**src/rtl/axi_log_pkg.sv**
```systemverilog
// Shared definitions for the AXI BRAM logger and its readout path:
// entry field positions, the decoded entry record and the reader FSM states.
package axi_log_pkg;

    localparam int TS_W    = 32;
    localparam int ADDR_W  = 32;
    localparam int ID_W    = 8;
    localparam int LEN_W   = 8;
    localparam int ENTRY_W = 96;

    // Field positions inside one logged entry; anything above LEN is unused.
    localparam int TS_LOW   = 0;
    localparam int ADDR_LOW = TS_LOW + TS_W;
    localparam int ID_LOW   = ADDR_LOW + ADDR_W;
    localparam int LEN_LOW  = ID_LOW + ID_W;

    typedef struct packed {
        logic [LEN_W-1:0]  len;
        logic [ID_W-1:0]   id;
        logic [ADDR_W-1:0] addr;
        logic [TS_W-1:0]   ts;
    } log_entry_t;

    typedef enum logic [1:0] {
        ST_IDLE  = 2'd0,
        ST_FETCH = 2'd1,
        ST_DRAIN = 2'd2,
        ST_DONE  = 2'd3
    } rd_state_e;

    function automatic log_entry_t unpack_entry(input logic [ENTRY_W-1:0] raw);
        log_entry_t e;
        e.ts   = raw[TS_LOW   +: TS_W];
        e.addr = raw[ADDR_LOW +: ADDR_W];
        e.id   = raw[ID_LOW   +: ID_W];
        e.len  = raw[LEN_LOW  +: LEN_W];
        return e;
    endfunction

endpackage

```
**src/rtl/bram_port.sv**
```systemverilog
// Port of a true-dual-port BRAM as seen from the controller side.
interface BramPort #(
    parameter int DATA_WIDTH = 32,
    parameter int ADDR_WIDTH = 32
);
    logic                    Clk_C;
    logic                    Rst_R;
    logic                    En_S;
    logic [DATA_WIDTH/8-1:0] WrEn_S;
    logic [ADDR_WIDTH-1:0]   Addr_S;
    logic [DATA_WIDTH-1:0]   Rd_D;
    logic [DATA_WIDTH-1:0]   Wr_D;

    modport Master (
        output Clk_C, Rst_R, En_S, WrEn_S, Addr_S, Wr_D,
        input  Rd_D
    );

    modport Slave (
        input  Clk_C, Rst_R, En_S, WrEn_S, Addr_S, Wr_D,
        output Rd_D
    );
endinterface

```
**src/rtl/log_entry_fifo.sv**
```systemverilog
// Two-deep first-word-fall-through register buffer for decoded log entries.
// The head entry is presented combinationally and held until popped.
module log_entry_fifo
    import axi_log_pkg::*;
(
    input  logic       Clk_CI,
    input  logic       Rst_RI,
    input  logic       Flush_SI,
    input  logic       Push_SI,
    input  log_entry_t PushEntry_DI,
    input  logic       PushLast_SI,
    input  logic       Pop_SI,
    output log_entry_t PopEntry_DO,
    output logic       PopLast_SO,
    output logic       Full_SO,
    output logic       Empty_SO,
    output logic [1:0] Count_SO
);

    log_entry_t entry_q [2];
    logic [1:0] last_q;
    logic       wr_ptr_q;
    logic       rd_ptr_q;
    logic [1:0] count_q;
    logic       do_push;
    logic       do_pop;

    always_comb begin
        do_pop  = Pop_SI && (count_q != 2'd0);
        do_push = Push_SI && ((count_q != 2'd2) || do_pop);
    end

    always_ff @(posedge Clk_CI) begin
        if (Rst_RI) begin
            entry_q[0] <= '0;
            entry_q[1] <= '0;
            last_q     <= '0;
            wr_ptr_q   <= 1'b0;
            rd_ptr_q   <= 1'b0;
            count_q    <= 2'd0;
        end else if (Flush_SI) begin
            wr_ptr_q <= 1'b0;
            rd_ptr_q <= 1'b0;
            count_q  <= 2'd0;
        end else begin
            if (do_push) begin
                entry_q[wr_ptr_q] <= PushEntry_DI;
                last_q[wr_ptr_q]  <= PushLast_SI;
                wr_ptr_q          <= ~wr_ptr_q;
            end
            if (do_pop) begin
                rd_ptr_q <= ~rd_ptr_q;
            end
            count_q <= count_q + {1'b0, do_push} - {1'b0, do_pop};
        end
    end

    assign PopEntry_DO = entry_q[rd_ptr_q];
    assign PopLast_SO  = last_q[rd_ptr_q];
    assign Full_SO     = (count_q == 2'd2);
    assign Empty_SO    = (count_q == 2'd0);
    assign Count_SO    = count_q;

endmodule

```
**src/rtl/axi_log_reader.sv**
```systemverilog
// Reads N logged entries out of the logger BRAM (port B) and streams them as
// decoded records. Stream handshake: a beat transfers in a cycle where
// EntryValid_SO and EntryReady_SI are both high; once valid is raised the
// fields hold steady until that transfer.
module axi_log_reader
    import axi_log_pkg::*;
#(
    parameter int  AXI_ADDR_BITW     = 32,
    parameter int  AXI_ID_BITW       = 8,
    parameter int  AXI_LEN_BITW      = 8,
    parameter int  TIMESTAMP_BITW    = 32,
    parameter int  LOGGING_DATA_BITW = 96,
    parameter int  NUM_SER_BRAMS     = 12,
    localparam int CAPACITY          = 1024 * NUM_SER_BRAMS,
    localparam int CNT_W             = $clog2(CAPACITY) + 1
) (
    input  logic                      Clk_CI,
    input  logic                      Rst_RI,
    input  logic                      Start_SI,
    input  logic [CNT_W-1:0]          NumEntries_DI,
    input  logic                      Clear_SI,
    output logic                      Busy_SO,
    output logic                      Done_SO,
    BramPort.Master                   Bram_PM,
    output logic                      EntryValid_SO,
    input  logic                      EntryReady_SI,
    output logic                      EntryLast_SO,
    output logic [TIMESTAMP_BITW-1:0] EntryTs_DO,
    output logic [AXI_ADDR_BITW-1:0]  EntryAddr_DO,
    output logic [AXI_ID_BITW-1:0]    EntryId_DO,
    output logic [AXI_LEN_BITW-1:0]   EntryLen_DO,
    output logic [1:0]                State_SO
);

    localparam int ADDR_PAD = 32 - CNT_W - 2;

    rd_state_e        state_q, state_d;
    logic [CNT_W-1:0] num_q;
    logic [CNT_W-1:0] issue_cnt_q;
    logic             inflight_q;
    logic             inflight_last_q;

    logic             accept;
    logic             issue;
    logic             pop;
    logic             flush;
    logic             is_last_idx;
    logic [2:0]       occ_after;

    logic             fifo_full;
    logic             fifo_empty;
    logic [1:0]       fifo_count;
    log_entry_t       head_entry;
    logic             head_last;
    log_entry_t       rd_entry;

    always_comb begin
        accept      = (state_q == ST_IDLE) && Start_SI;
        flush       = Clear_SI && (state_q != ST_IDLE);
        pop         = !fifo_empty && EntryReady_SI;
        // Buffer slots already spoken for once this cycle's pop is accounted.
        occ_after   = {1'b0, fifo_count} + {2'b00, inflight_q} - {2'b00, pop};
        is_last_idx = (issue_cnt_q == num_q - CNT_W'(1));
        issue       = (state_q == ST_FETCH) && !Clear_SI && (!fifo_full || pop)
                      && (occ_after < 3'd2) && (issue_cnt_q != num_q);

        state_d = state_q;
        case (state_q)
            ST_IDLE: begin
                if (Start_SI) begin
                    state_d = (NumEntries_DI == '0) ? ST_DONE : ST_FETCH;
                end
            end
            ST_FETCH: begin
                if (Clear_SI)                  state_d = ST_IDLE;
                else if (issue && is_last_idx) state_d = ST_DRAIN;
            end
            ST_DRAIN: begin
                if (Clear_SI)                state_d = ST_IDLE;
                else if (occ_after == 3'd0) state_d = ST_DONE;
            end
            ST_DONE: begin
                state_d = ST_IDLE;
            end
            default: begin
                state_d = ST_IDLE;
            end
        endcase
    end

    always_ff @(posedge Clk_CI) begin
        if (Rst_RI) begin
            state_q         <= ST_IDLE;
            num_q           <= '0;
            issue_cnt_q     <= '0;
            inflight_q      <= 1'b0;
            inflight_last_q <= 1'b0;
        end else begin
            state_q <= state_d;
            if (accept) begin
                num_q       <= NumEntries_DI;
                issue_cnt_q <= '0;
            end else if (issue) begin
                issue_cnt_q <= issue_cnt_q + CNT_W'(1);
            end
            // One-cycle BRAM latency: at most one read is ever in flight.
            inflight_q      <= issue;
            inflight_last_q <= issue && is_last_idx;
        end
    end

    assign rd_entry = unpack_entry(Bram_PM.Rd_D[LOGGING_DATA_BITW-1:0]);

    log_entry_fifo u_fifo (
        .Clk_CI       (Clk_CI),
        .Rst_RI       (Rst_RI),
        .Flush_SI     (flush),
        .Push_SI      (inflight_q && !flush),
        .PushEntry_DI (rd_entry),
        .PushLast_SI  (inflight_last_q),
        .Pop_SI       (pop),
        .PopEntry_DO  (head_entry),
        .PopLast_SO   (head_last),
        .Full_SO      (fifo_full),
        .Empty_SO     (fifo_empty),
        .Count_SO     (fifo_count)
    );

    assign Bram_PM.Clk_C  = Clk_CI;
    assign Bram_PM.Rst_R  = Rst_RI;
    assign Bram_PM.En_S   = issue;
    assign Bram_PM.WrEn_S = '0;
    assign Bram_PM.Wr_D   = '0;
    assign Bram_PM.Addr_S = {{ADDR_PAD{1'b0}}, issue_cnt_q, 2'b00};

    assign Busy_SO       = (state_q != ST_IDLE);
    assign Done_SO       = (state_q == ST_DONE);
    assign EntryValid_SO = !fifo_empty;
    assign EntryLast_SO  = head_last;
    assign EntryTs_DO    = head_entry.ts;
    assign EntryAddr_DO  = head_entry.addr;
    assign EntryId_DO    = head_entry.id;
    assign EntryLen_DO   = head_entry.len;
    assign State_SO      = state_q;

endmodule

```
**src/flat_wrapper.sv**
```systemverilog
// flat-port wrapper written by rule: the top's interface ports become plain ports
module axi_log_reader_flat import axi_log_pkg::*;
#(
    parameter int  AXI_ADDR_BITW     = 32,
    parameter int  AXI_ID_BITW       = 8,
    parameter int  AXI_LEN_BITW      = 8,
    parameter int  TIMESTAMP_BITW    = 32,
    parameter int  LOGGING_DATA_BITW = 96,
    parameter int  NUM_SER_BRAMS     = 12,
    localparam int CAPACITY          = 1024 * NUM_SER_BRAMS,
    localparam int CNT_W             = $clog2(CAPACITY) + 1
)
  (Clk_CI, Rst_RI, Start_SI, NumEntries_DI, Clear_SI, Busy_SO, Done_SO, EntryValid_SO, EntryReady_SI, EntryLast_SO, EntryTs_DO, EntryAddr_DO, EntryId_DO, EntryLen_DO, State_SO, Bram_PM_Clk_C, Bram_PM_Rst_R, Bram_PM_En_S, Bram_PM_WrEn_S, Bram_PM_Addr_S, Bram_PM_Wr_D, Bram_PM_Rd_D);
  BramPort #(.DATA_WIDTH(96), .ADDR_WIDTH(32)) Bram_PM_i ();
  input  logic Clk_CI;
  input  logic Rst_RI;
  input  logic Start_SI;
  input  logic [CNT_W-1:0] NumEntries_DI;
  input  logic Clear_SI;
  output logic Busy_SO;
  output logic Done_SO;
  output logic EntryValid_SO;
  input  logic EntryReady_SI;
  output logic EntryLast_SO;
  output logic [TIMESTAMP_BITW-1:0] EntryTs_DO;
  output logic [AXI_ADDR_BITW-1:0] EntryAddr_DO;
  output logic [AXI_ID_BITW-1:0] EntryId_DO;
  output logic [AXI_LEN_BITW-1:0] EntryLen_DO;
  output logic [1:0] State_SO;
  output wire logic [$bits(Bram_PM_i.Clk_C)-1:0] Bram_PM_Clk_C;
  output wire logic [$bits(Bram_PM_i.Rst_R)-1:0] Bram_PM_Rst_R;
  output wire logic [$bits(Bram_PM_i.En_S)-1:0] Bram_PM_En_S;
  output wire logic [$bits(Bram_PM_i.WrEn_S)-1:0] Bram_PM_WrEn_S;
  output wire logic [$bits(Bram_PM_i.Addr_S)-1:0] Bram_PM_Addr_S;
  output wire logic [$bits(Bram_PM_i.Wr_D)-1:0] Bram_PM_Wr_D;
  input wire logic [$bits(Bram_PM_i.Rd_D)-1:0] Bram_PM_Rd_D;
  assign Bram_PM_Clk_C = Bram_PM_i.Clk_C;
  assign Bram_PM_Rst_R = Bram_PM_i.Rst_R;
  assign Bram_PM_En_S = Bram_PM_i.En_S;
  assign Bram_PM_WrEn_S = Bram_PM_i.WrEn_S;
  assign Bram_PM_Addr_S = Bram_PM_i.Addr_S;
  assign Bram_PM_Wr_D = Bram_PM_i.Wr_D;
  assign Bram_PM_i.Rd_D = Bram_PM_Rd_D;
  axi_log_reader #(.AXI_ADDR_BITW(AXI_ADDR_BITW), .AXI_ID_BITW(AXI_ID_BITW), .AXI_LEN_BITW(AXI_LEN_BITW), .TIMESTAMP_BITW(TIMESTAMP_BITW), .LOGGING_DATA_BITW(LOGGING_DATA_BITW), .NUM_SER_BRAMS(NUM_SER_BRAMS)) u_core (.Clk_CI(Clk_CI), .Rst_RI(Rst_RI), .Start_SI(Start_SI), .NumEntries_DI(NumEntries_DI), .Clear_SI(Clear_SI), .Busy_SO(Busy_SO), .Done_SO(Done_SO), .Bram_PM(Bram_PM_i), .EntryValid_SO(EntryValid_SO), .EntryReady_SI(EntryReady_SI), .EntryLast_SO(EntryLast_SO), .EntryTs_DO(EntryTs_DO), .EntryAddr_DO(EntryAddr_DO), .EntryId_DO(EntryId_DO), .EntryLen_DO(EntryLen_DO), .State_SO(State_SO));
endmodule
```
**config.mk**
```make
export PLATFORM = sky130hd
export DESIGN_NAME = axi_log_reader_flat
export DESIGN_NICKNAME = d
export VERILOG_FILES = /design/src/rtl/axi_log_pkg.sv /design/src/rtl/bram_port.sv /design/src/rtl/log_entry_fifo.sv /design/src/rtl/axi_log_reader.sv /design/src/flat_wrapper.sv
export SDC_FILE = /design/constraint.sdc
export NUM_CORES = 1
export LEC_CHECK = 0
export ABC_AREA = 1
export CORE_MARGIN = 10
export CORE_UTILIZATION = 24
export CTS_CLUSTER_DIAMETER = 100
export CTS_CLUSTER_SIZE = 40
export DETAILED_ROUTE_END_ITERATION = 16
export DONT_BUFFER_PORTS = 1
export HOLD_SLACK_MARGIN = 0.05
export PLACE_DENSITY = 0.47
export SLEW_MARGIN = 10
export SYNTH_ARGS = -nofsm -noshare
export SYNTH_HDL_FRONTEND = slang
export SYNTH_SLANG_ARGS = --single-unit
```
**constraint.sdc**
```tcl
create_clock -name Clk_CI -period 4.7 [get_ports Clk_CI]
set_input_delay 0.94 -clock Clk_CI [delete_from_list [all_inputs] [get_ports Clk_CI]]
set_output_delay 0.94 -clock Clk_CI [all_outputs]
set_load 0.01 [all_outputs]
```
# After elaboration in Yosys (flattened, before gate mapping)
# Memory sizes are Yosys's and may differ from the RTL's. A register that Yosys moved wholly into a read port is not among the register bits.
# Index checks and enable logic that the tools add are counted.
# word_totals
ram_bits	160
in_bits	116
out_inout_bits	229
mem_count	1
reg_bits	40
# op_classes
n_lt_le_gt_ge	4
mux	23
bitwise_logic	3
reduce_logical	29
n_addsub	6
eq_ne	10
# mem_list
memory	depth	width	read_ports	rd_ports_with_merged_regs	wr	line	source
u_core.u_fifo.entry_q	2	80	1	1	2	log_entry_fifo.sv:20	log_entry_t entry_q [2];
# op_table
cell	count
80-bit two-way mux	1
80-bit OR reduction	1
15-bit by 1-bit adder with 15-bit output (second input constant)	1
15-bit equality test	1
15-bit logical NOT	1
15-bit inequality test	1
15-bit by 1-bit subtractor with 15-bit output (second input constant)	1
1-bit two-way mux	13
1-bit logical AND	12
2-bit two-way mux	6
2-bit one-hot mux with 4 select lines	1
2-bit equality test (second input constant)	3
1-bit logical NOT	4
2-bit logical NOT	2
1-bit by 2-bit < comparator with 1-bit output (second input constant)	2
2-bit inequality test (second input constant)	2
2-bit nonzero test	2
2-bit OR reduction	2
2-bit by 1-bit adder with 3-bit output	1
3-bit logical NOT	1
3-bit by 2-bit < comparator with 1-bit output (second input constant)	1
3-bit by 2-bit inequality test with 1-bit output (second input constant)	1
3-bit inequality test (second input constant)	1
1-bit NOT	3
10 further kinds	11

# Longest topological paths before layout
# depth
depth_word	12
mapped_depth	19
depth_no_buf	18

# By module
# A second synthesis with hierarchy kept.
# unflattened
hier_cells	1091
area_unflattened_um2	10861.7
# by_module_without_submodules
mod	area_per_inst_um2	cells_per_inst	n_inst
log_entry_fifo	7460.9	557	1
axi_log_reader	3400.8	534	1

==> impl_metrics.yaml <==
run_status:
  outcome: "finished clean"
timing:
  fin_crit_sh_pct: 90.6
  timing.final.max_slew_violations: 0
  setup_viol: 0
  rsz0062_at_grt: "false"
  fin_tns_setup_ns: 0
  fin_skew_ns: 0.0482
  setup_slack_ns: 0.442
  max_freq_ghz: 0.235
  finalHoldViolCount: 0
  max-slew-margin-rel_pct: 26.8
  min_period_ns: 4.26
  tightest_slew_ns: 1.10
min_path:
  min_path_cells: 2
  worstHoldPathType: "register to register"
layout:
  final_cell_mix: "nor2_1 (215), edfxtp_1 (160), inv_1 (138)"
  area_growth_pct: 7.70
  fin_util_pct: 26.2
  fin_nets: 1189
  drive_gt1_share_pct: 15.2
  final_common_cell: "nor2_1"
  diodes: 0
critical_path:
  crit_family: "simple AND/OR/NAND/NOR gates"
  slowest_stage: "fa_1"
  r2r_cells: 17
  cp-end-kind: "output pin"
  required_ns: 3.76
  max_stage_delay_ns: 0.47
  crit_arrival_ns: 3.32
  cp.buffers_inverters: 4
  crit_chain: "or2_2 -> nand2_1 -> inv_1 -> ha_1 -> inv_1 -> ha_1 -> inv_1 -> fa_1 -> a21boi_1 -> o21ai_1 -> nor3_4 -> nand2_4 -> inv_4"
  critPathLaunchType: "register"
  crit_fanout: 12
  worstSetupPathType: "register to output pin"
  cpMostUsedCell: "inv_1"
  path_depth: 13
drt:
  drt_first_pass_iters: 5
  vias_per_cell: 3.93
  wl_per_cell_um: 16.4
  first_iter_violations: 373
  drc: 0
  drt_wl_total_um: 27200
  vias: 6515
  final_antenna_net_count: 0
clocking:
  clk_path_buf_depth: 3
  cts-root-buf: "clkbuf_16"
  postCtsSetupBuffers: 0
  postCtsHoldBufs: 0
  clock_latency_ns: 0.52
  clk_pin_slew_ns: 0.11
  cts_inserted_buffers: 15
  cts_tree: "done"
  cts_max_level: 1
  numClockSinks: 201
  cts_resized: 0
grt:
  met2_usage_pct: 16.8
  met1_usage_pct: 11.8
  antenna_found_initial: 0
  gr-max-usage-layer: "met2"
  grt_max_degree: 83
  grt_pass1_vias: 6806
  grt_pass1_wl_um: 40500
  grt_overflow: 0
  use_met3_pct: 3.11
  track_usage_pct: 9.86
placed_design:
  dpl.hpwl_um: 19100
  dp_worst_setup_slack_ns: 0.838
  place.port_buffers: 0
  gp_congestion: 0.790
power:
  p_per_area_nw_per_um2: 387
  worst_ir_drop_vdd_mv: 0.221
  power_mw: 4.37
  p_leak_nw: 4.79
flow_run:
  maxCapViolCount: 0
floorplanning:
  initial_core_util_pct: 24.3
  io_pins: 345
  core_um2: 43100
  die_area_um2: 52400
  num_rows: 76
  die_h_um: 229
  die_x_um: 229
yosys:
  postSynthCellCount: 1077
  synth.distinct_cells: 41
  synth_edf_count: 160
  ys_seq_elements: 201
  synth-main-ff-cell: "edfxtp_1"
  synth_top_area_share_pct: 45.9
  synthArstFlopShare_pct: 0
  synthTopCellsByArea: "edfxtp_1 (46%), buf_4 (9.6%), mux2_2 (8.6%)"
  ys_seq_area_share_pct: 53.7
  netlist_area_um2: 10500
  syn_avg_cell_area_um2: 9.72
  yosysTopAreaCell: "edfxtp_1"
  yosysWarnings: 0
## cell usage after synthesis, drive strengths merged, types with 2 or more instances
master,count
o21ai,28
mux2,80
edfxtp,160
nor3,12
ha,6
nor2,224
a21oi,30
nand2,130
xnor2,4
clkbuf,13
buf,146
nand3b,3
nand3,29
xor2,2
inv,153
dfxtp,41
or2,2
nand4,3
nor4,5
## metrics by stage
step / std cells / instance area (um^2) / hold slack (ns)
after CTS: 1659 / 11300 / 0.458
final: 1659 / 11300 / 0.481
after global routing: 1659 / 11300 / 0.458
after global placement: 1634 / 10600 / 0.463
after floorplan: 1201 / 10900 / 0.443
after detailed placement: 1634 / 10600 / 0.475
## path summary, 6_finish.rpt
check                                        from                              endpoint  slack [ns]
max          u_core.u_fifo.Count_SO[1]$_SDFF_PP0_                          Bram_PM_En_S        0.44
min             u_core.inflight_last_q$_SDFF_PP0_  u_core.u_fifo.last_q[0]$_SDFFE_PP0P_        0.48
min reg2reg     u_core.inflight_last_q$_SDFF_PP0_  u_core.u_fifo.last_q[0]$_SDFFE_PP0P_        0.48
max reg2reg  u_core.u_fifo.Count_SO[1]$_SDFF_PP0_   u_core.issue_cnt_q[10]$_SDFFE_PP0P_        1.38
## layer usage
metal	part of all wire, %	wire [um]
met5	0	0
met3	8.4	2290
met1	42	11400
met2	48	13000
met4	1.8	502
## cell type report
type                    instances  area [um^2]
fillers                      4628        31800
flip-flops and latches        201         5630
multi-input cells             688         3630
well taps                     585          732
inverters                     153          577
clock buffers                  15          375
clock inverters                10          260
repair buffers                  7         65.1
## worst reg2reg max path: cells and delay by family, from the launching register on
kind	cells	cell delay, ns
AND/OR/NAND/NOR	8	1.36
adder cells (fa/ha/maj)	3	0.89
flip-flops	1	0.38
buffers and inverters	4	0.37
AO/OA/AOI/OAI	2	0.26
## where the power goes
part,internal [mW],leakage [nW],switching [mW]
sequential,2.02,1.99,0.0833
combinational,0.227,2.50,0.472
clock,0.705,0.292,0.857
## sequential cells by signal, summed over array words and instances (netlist names), named ones only
register / flops
u_core.State_SO: 2
u_core.inflight_last_q: 1
u_core.inflight_q: 1
u_core.issue_cnt_q: 15
u_core.num_q: 15
u_core.u_fifo.Count_SO: 2
u_core.u_fifo.entry_q: 160
u_core.u_fifo.last_q: 2
u_core.u_fifo.rd_ptr_q: 1
u_core.u_fifo.wr_ptr_q: 1
## cells by family after synthesis
family          share of synthesized area [%]
buf+inv                                  16.3
xor+xnor                                0.502
mux                                      8.61
simple gates                             16.9
fa+ha+maj                               0.909
flops                                    53.7
other cells                            0.0358
compound gates                           3.02
No activity file was read; power rests on OpenSTA's default activity.
